==> src/rtl/lc3b_mem_arbiter.sv <==
// lc3b_mem_arbiter: shares the single line-wide pmem port between icache and dcache.
// Registered grant, one dead RELEASE cycle after every transfer, sticky watchdog.

module lc3b_mem_arbiter #(
    parameter bit          D_PRIORITY = 1'b0,
    parameter int unsigned TIMEOUT    = 255
) (
    input  logic         clk,
    input  logic         reset_n,
    input  logic         i_read,
    input  logic [15:0]  i_address,
    output logic [127:0] i_rdata,
    output logic         i_resp,
    input  logic         d_read,
    input  logic         d_write,
    input  logic [15:0]  d_address,
    input  logic [127:0] d_wdata,
    output logic [127:0] d_rdata,
    output logic         d_resp,
    output logic         pmem_read,
    output logic         pmem_write,
    output logic [15:0]  pmem_address,
    output logic [127:0] pmem_wdata,
    input  logic [127:0] pmem_rdata,
    input  logic         pmem_resp,
    output logic         err_timeout
);

    typedef enum logic [1:0] {
        IDLE    = 2'd0,
        SERVE_I = 2'd1,
        SERVE_D = 2'd2,
        RELEASE = 2'd3
    } state_e;

    localparam logic [7:0] TIMEOUT_CNT = TIMEOUT[7:0];
    localparam bit         WDOG_EN     = (TIMEOUT != 0);

    state_e     state_q, state_d;
    logic       last_d_q, last_d_d;
    logic [7:0] timer_q, timer_d;
    logic       err_q, err_d;

    logic       i_req;
    logic       d_req;
    logic       pick_d;
    logic [7:0] timer_inc;

    assign i_req  = i_read;
    assign d_req  = d_read | d_write;
    assign pick_d = D_PRIORITY | ~last_d_q;

    // State, fairness pointer, watchdog timer and sticky error flag.
    always_ff @(posedge clk or negedge reset_n) begin
        if (!reset_n) begin
            state_q  <= IDLE;
            last_d_q <= 1'b1;
            timer_q  <= 8'd0;
            err_q    <= 1'b0;
        end else begin
            state_q  <= state_d;
            last_d_q <= last_d_d;
            timer_q  <= timer_d;
            err_q    <= err_d;
        end
    end

    // Next-state: arbitrate in IDLE, wait for pmem_resp while serving, then one dead cycle.
    always_comb begin
        state_d   = state_q;
        last_d_d  = last_d_q;
        timer_d   = timer_q;
        err_d     = err_q;
        timer_inc = (timer_q == 8'hFF) ? timer_q : timer_q + 8'd1;
        unique case (state_q)
            IDLE: begin
                if (i_req && d_req) begin
                    state_d = pick_d ? SERVE_D : SERVE_I;
                end else if (i_req) begin
                    state_d = SERVE_I;
                end else if (d_req) begin
                    state_d = SERVE_D;
                end
                if (i_req || d_req) begin
                    timer_d = 8'd0;
                end
            end
            SERVE_I, SERVE_D: begin
                timer_d = timer_inc;
                if (WDOG_EN && (timer_inc == TIMEOUT_CNT)) begin
                    err_d = 1'b1;
                end
                if (pmem_resp) begin
                    last_d_d = (state_q == SERVE_D);
                    state_d  = RELEASE;
                end
            end
            RELEASE: begin
                state_d = IDLE;
            end
            default: begin
                state_d = IDLE;
            end
        endcase
    end

    // Output routing: only the granted requester sees pmem traffic and its response.
    always_comb begin
        pmem_read    = 1'b0;
        pmem_write   = 1'b0;
        pmem_address = 16'h0000;
        pmem_wdata   = 128'd0;
        i_resp       = 1'b0;
        i_rdata      = 128'd0;
        d_resp       = 1'b0;
        d_rdata      = 128'd0;
        unique case (state_q)
            SERVE_I: begin
                pmem_read    = 1'b1;
                pmem_address = i_address & 16'hFFF0;
                if (pmem_resp) begin
                    i_resp  = 1'b1;
                    i_rdata = pmem_rdata;
                end
            end
            SERVE_D: begin
                pmem_write   = d_write;
                pmem_read    = d_read & ~d_write;
                pmem_address = d_address & 16'hFFF0;
                pmem_wdata   = d_wdata;
                if (pmem_resp) begin
                    d_resp  = 1'b1;
                    d_rdata = pmem_rdata;
                end
            end
            default: begin
            end
        endcase
    end

    assign err_timeout = err_q;

endmodule

==> config.mk <==
export PLATFORM = sky130hd
export DESIGN_NAME = lc3b_mem_arbiter
export DESIGN_NICKNAME = d
export VERILOG_FILES = /design/src/rtl/lc3b_mem_arbiter.sv
export SDC_FILE = /design/constraint.sdc
export NUM_CORES = 1
export LEC_CHECK = 0
export ABC_AREA = 0
export BUFFER_PORTS_ARGS = -buffer_cell sky130_fd_sc_hd__buf_2
export CAP_MARGIN = 20
export CORE_AREA = 2 2 273 275
export DETAILED_ROUTE_END_ITERATION = 10
export DIE_AREA = 0 0 275 277
export GPL_TIMING_DRIVEN = 0
export PLACE_DENSITY_LB_ADDON = 0.2
export SYNTH_ARGS = -nofsm -noshare
export SYNTH_HDL_FRONTEND = slang
export SYNTH_SLANG_ARGS = --single-unit
==> constraint.sdc <==
create_clock -name clk -period 4.4 [get_ports clk]
set_input_delay 0.44 -clock clk [delete_from_list [all_inputs] [get_ports clk]]
set_output_delay 0.44 -clock clk [all_outputs]
set_load 0.005 [all_outputs]
Word level (Yosys, flattened, before mapping). Index checks and enable logic that the tools add are counted.

$add $sub $neg: 1. Multiply operators: 0. Div/mod/pow operators: 0. Order comparisons: 0. Eq/ne operators: 8. Shift operators: 0. Multiplexer cells: 19. Bitwise operators: 3. Reductions and logical operators: 9.

Operators by type and width (count): 128-bit 2-to-1 mux (4); 16-bit one-hot mux with 2 select lines (1); 8-bit == test, second input constant (2); 8-bit 2-to-1 mux (2); 8-bit one-hot mux with 2 select lines (1); 2-bit 2-to-1 mux (5); 8-bit by 1-bit adder with 8-bit output, second input constant (1); 2-bit AND reduction (4); 2-bit one-hot mux with 3 select lines (1); 2-bit == test, second input constant (2); 1-bit 2-to-1 mux (4); 2-bit != test, second input constant (2); 4-bit != test, second input constant (1); 2-bit by 1-bit == test with 1-bit output, second input constant (1); 2-bit zero test (1); 1-bit one-hot mux with 2 select lines (1); 2-bit nonzero test (1); 2-bit OR reduction (1); 1-bit AND (1); 1-bit logical AND (1); 1-bit logical OR (1); 1-bit inverter (1); 1-bit bitwise OR (1).

Register bits: 12. Latch bits: 0. Memory bits (writable): 0. ROM bits: 0. Bits of input ports: 294. Word-level logic and storage cells: 44. Memories kept: 0.

Logic depth before layout (Yosys ltp).
Depth after elaboration: 5. Gate-level depth with buffers: 8. Mapped depth without buffers: 6.

Worst setup path after synthesis. OpenSTA, ideal clock, no wires.

Path kind: register to output. Start: register state_q[0]. End: output pmem_wdata[100]. Data arrival time: 1388 ps. Setup slack: 2572 ps. Cell stages (with the launch flop): 7. Path buffers: 3. Cell sequence: dfrtp_1 -> inv_1 -> ha_1 -> buf_2 -> clkbuf_1 -> clkbuf_1 -> and2_1.

Word-level cells in the longest chain between the ends: 2.

RTL lines: start, declared (RTL line 39) `state_e state_q, state_d;`; start signal, assigned (RTL line 61) `state_q <= state_d;`; 2-bit == test (RTL line 117) `unique case (state_q)`; 128-bit 2-to-1 mux (RTL line 117); end, declared (RTL line 23) `output logic [127:0] pmem_wdata,`.

Every way passes these cells.

Final worst setup path.
Start: register state_q[1]. End: output i_rdata[101].

Word-level cells in the longest chain between the ends: 2.

RTL lines: 2-bit by 1-bit == test with 1-bit output (RTL line 117); 128-bit 2-to-1 mux (RTL line 117); end, declared (RTL line 12) `output logic [127:0] i_rdata,`.

Every way passes these cells.

==> summary.md <==
| Metric | Value |
|---|---|
| Outcome | finished clean |
| RD Place Congestion | 0.888 |
| CTS H-tree depth | 1 |
| Synth unique cells | 44 |
| Critical path's most frequent cell | clkbuf_1 |
| Clock skew | 3.47 ps |
| Post-DRT Antenna Nets | 0 |
| Worst-path maximum fanout | 10 |
| CP Data Required Time | 3960 ps |
| Filler Cell Count | 8732 |
| Fin nets | 1584 |
| Tcrit/Tclk final | 0.755 |
| Class of the worst hold path | in2async |
| Yosys top cell by area | and3_1 |
| Post-CTS Setup Bufs | 0 |
| Final non-filler cell total | 2260 |
| Initial DRC count | 405 |
| PD cells | 389 nW/um2 |
| Synthesized area per cell | 6.39 um2 |
| Clock Latency Late Sink | 240 ps |
| Worst-path clk slew | 50 ps |
| CTS buffer count | 3 |
| CP Launch Type | flip-flop |
| Max-Cap Viols | 0 |
| Synth warnings | 0 |
| Syn Std Cell Area | 3790 um2 |
| Worst vdd ir | 0.000238 V |
| Post-DP HPWL | 38600 um |
| Largest net degree at the start of global routing | 13 |
| Leakage | 5.71 nW |
| Setup TNS | 0 ps |
| Starting Density | 0.0515 |
| Clock root buffer | clkbuf_16 |
| Synthesis-to-layout area growth | 125% |
| Port bufs | 685 |
| Vias in the first global route | 7232 |
| Via-to-Cell Ratio | 3.34 |
| Die area | 76200 um2 |
| Ports | 699 |
| CP Capture Type | output port |
| Top cells by area, synth | and3_1 42%, and2_1 22%, dfrtp_1 7.3% |
| Placed insts | 2250 |
| Crit Path Category | reg2out |
| Via Count | 7540 |
| Crit path max-delay family | buffers and inverters |
| # DRC | 0 |
| CP peak stage delay | 650 ps |
| Max frequency | 0.301 GHz |
| GR Util All Layers | 0.102 |
| Post-route minimum period | 3320 ps |
| Synthesized flop and latch total | 12 |
| Final Util | 0.116 |
| Critical-path top delay cell | clkbuf_1 |
| Initial antenna violation count | 13 |
| Final setup viols | 0 |
| CP Cell Sequence | inv_1, ha_1, clkbuf_1, clkbuf_1, and3_1, buf_2 |
| Rows | 100 |
| DR pass1 iterations | 5 |
| Slew HR | 0.320 |
| Register area share after synthesis | 0.0796 |
| Slew @ Worst Pin | 1020 ps |
| First-pass GRT wire length | 54800 um |
| CTS resizes | 0 |
| Core Area | 73600 um2 |
| RSZ-0062 raised after global routing | false |
| CTS tree | done |
| Layout cells sized above 1 | 0.556 |
| Wire per inst | 19.0 um |
| Global route overflow | 0 |
| Crit path DAT | 2880 ps |
| Clock sink count | 12 |
| Post-Route WL | 43000 um |
| Post-Synthesis Cells | 593 |
| Bufs and invs on worst path | 4 |
| Final Hold Fails | 0 |
| Final slew viol count | 0 |
| Hold-fix buffers, CTS | 0 |
| Die Y | 277 um |
| Die width | 275 um |
| Post-synth top area share | 0.425 |
| Clock buffer depth | 2 |
## layer usage
layer | up-vias | track usage | routed length (um)
li1 | 3453 | - | -
met1 | 3527 | 0.110 | 16100
met2 | 518 | 0.183 | 20900
met3 | 40 | 0.0324 | 4320
met4 | 2 | 0.0363 | 1710
met5 | - | 0 | 13
## sequential cells by signal (all words and copies together), names as in the netlist
signal and cells:
state_q 2, err_timeout 1, last_d_q 1, timer_q 8
## logic make-up after synthesis
logic type | Yosys count | share of synthesized area
AND/OR/NAND/NOR | 435 | 0.711
buffers and inverters | 93 | 0.103
AO/OA/AOI/OAI | 47 | 0.0895
flip-flops | 12 | 0.0796
adder cells (fa/ha/maj) | 4 | 0.0132
multiplexers | 1 | 0.00297
other | 1 | 0.000990
## area by class of cell
type                       count  area (um2)  area share
buffer                        84         357      0.0418
clock buffer                   4        78.8     0.00924
timing repair buffer         685        3430       0.402
antenna                        6        15.0     0.00176
sequential                    12         302      0.0353
tap                          969        1210       0.142
multi-input combinational    491        3110       0.364
inverter                       9        33.8     0.00396
## final timing paths
check                            start      endpoint  slack, ps  cells past startpoint
max                         state_q[1]  i_rdata[101]       1080                      6
min                            reset_n    timer_q[3]         70                      1
max reg2reg                 state_q[1]    timer_q[5]       2280                      8
min reg2reg                err_timeout   err_timeout        470                      2
max in group asynchronous      reset_n      last_d_q       4040                      1
min in group clk           err_timeout   err_timeout        470                      2
## cells in the mapped netlist (all sizes together)
master / number
and3: 259
and2: 132
clkbuf: 69
nor2: 21
buf: 15
a21oi: 13
a22oi: 12
dfrtp: 11
nand2: 10
inv: 9
o21ai: 6
ha: 4
a31o: 2
a41oi: 2
nand3: 2
nand3b: 2
nor3: 2
o41ai: 2
a21boi: 1
a221o: 1
a31oi: 1
a32o: 1
a32oi: 1
and3b: 1
and4b: 1
conb: 1
dfstp: 1
mux2: 1
nand4: 1
nor2b: 1
nor3b: 1
nor4b: 1
o211ai: 1
o21bai: 1
o22ai: 1
o2bb2ai: 1
o32ai: 1
or4b: 1
## worst reg2reg max path: stages, from the launching register on
cell and delay (ps):
dfrtp_1 390, inv_1 80, ha_1 270, buf_2 170
inv_1 440, nor2_1 120, buf_2 210, a41oi_1 240
a21oi_1 60
## power by group
part / internal, mW / switching (mW)
registers: 0.142 / 0.0282
clock network: 0.122 / 0.0514
logic: 1.10 / 1.87
total: 1.37 / 1.95
## stage by stage
stage                     power, mW  setup slack (ps)  hold slack [ps]  instance area [um2]
after global placement         3.23              1170              359                 8440
after global routing           3.61               790              101                 8530
after detailed placement       3.21              1120              354                 8440
final                          3.32              1080             74.3                 8530
after CTS                      3.41               852             94.2                 8520
after floorplan                1.44              2570              144                 3800
## cell usage in the layout, fill, tap and decap left out, types with 3 or more instances in the layout
master / count
a21oi_1: 13
a22oi_1: 12
and2_1: 132
and3_1: 257
buf_2: 691
buf_4: 5
clkbuf_1: 70
clkbuf_16: 3
conb_1: 4
dfrtp_1: 11
diode_2: 6
ha_1: 4
inv_1: 9
nand2_1: 10
nor2_1: 21
o21ai_0: 6
Note: power is estimated with default switching activity, not from simulation.
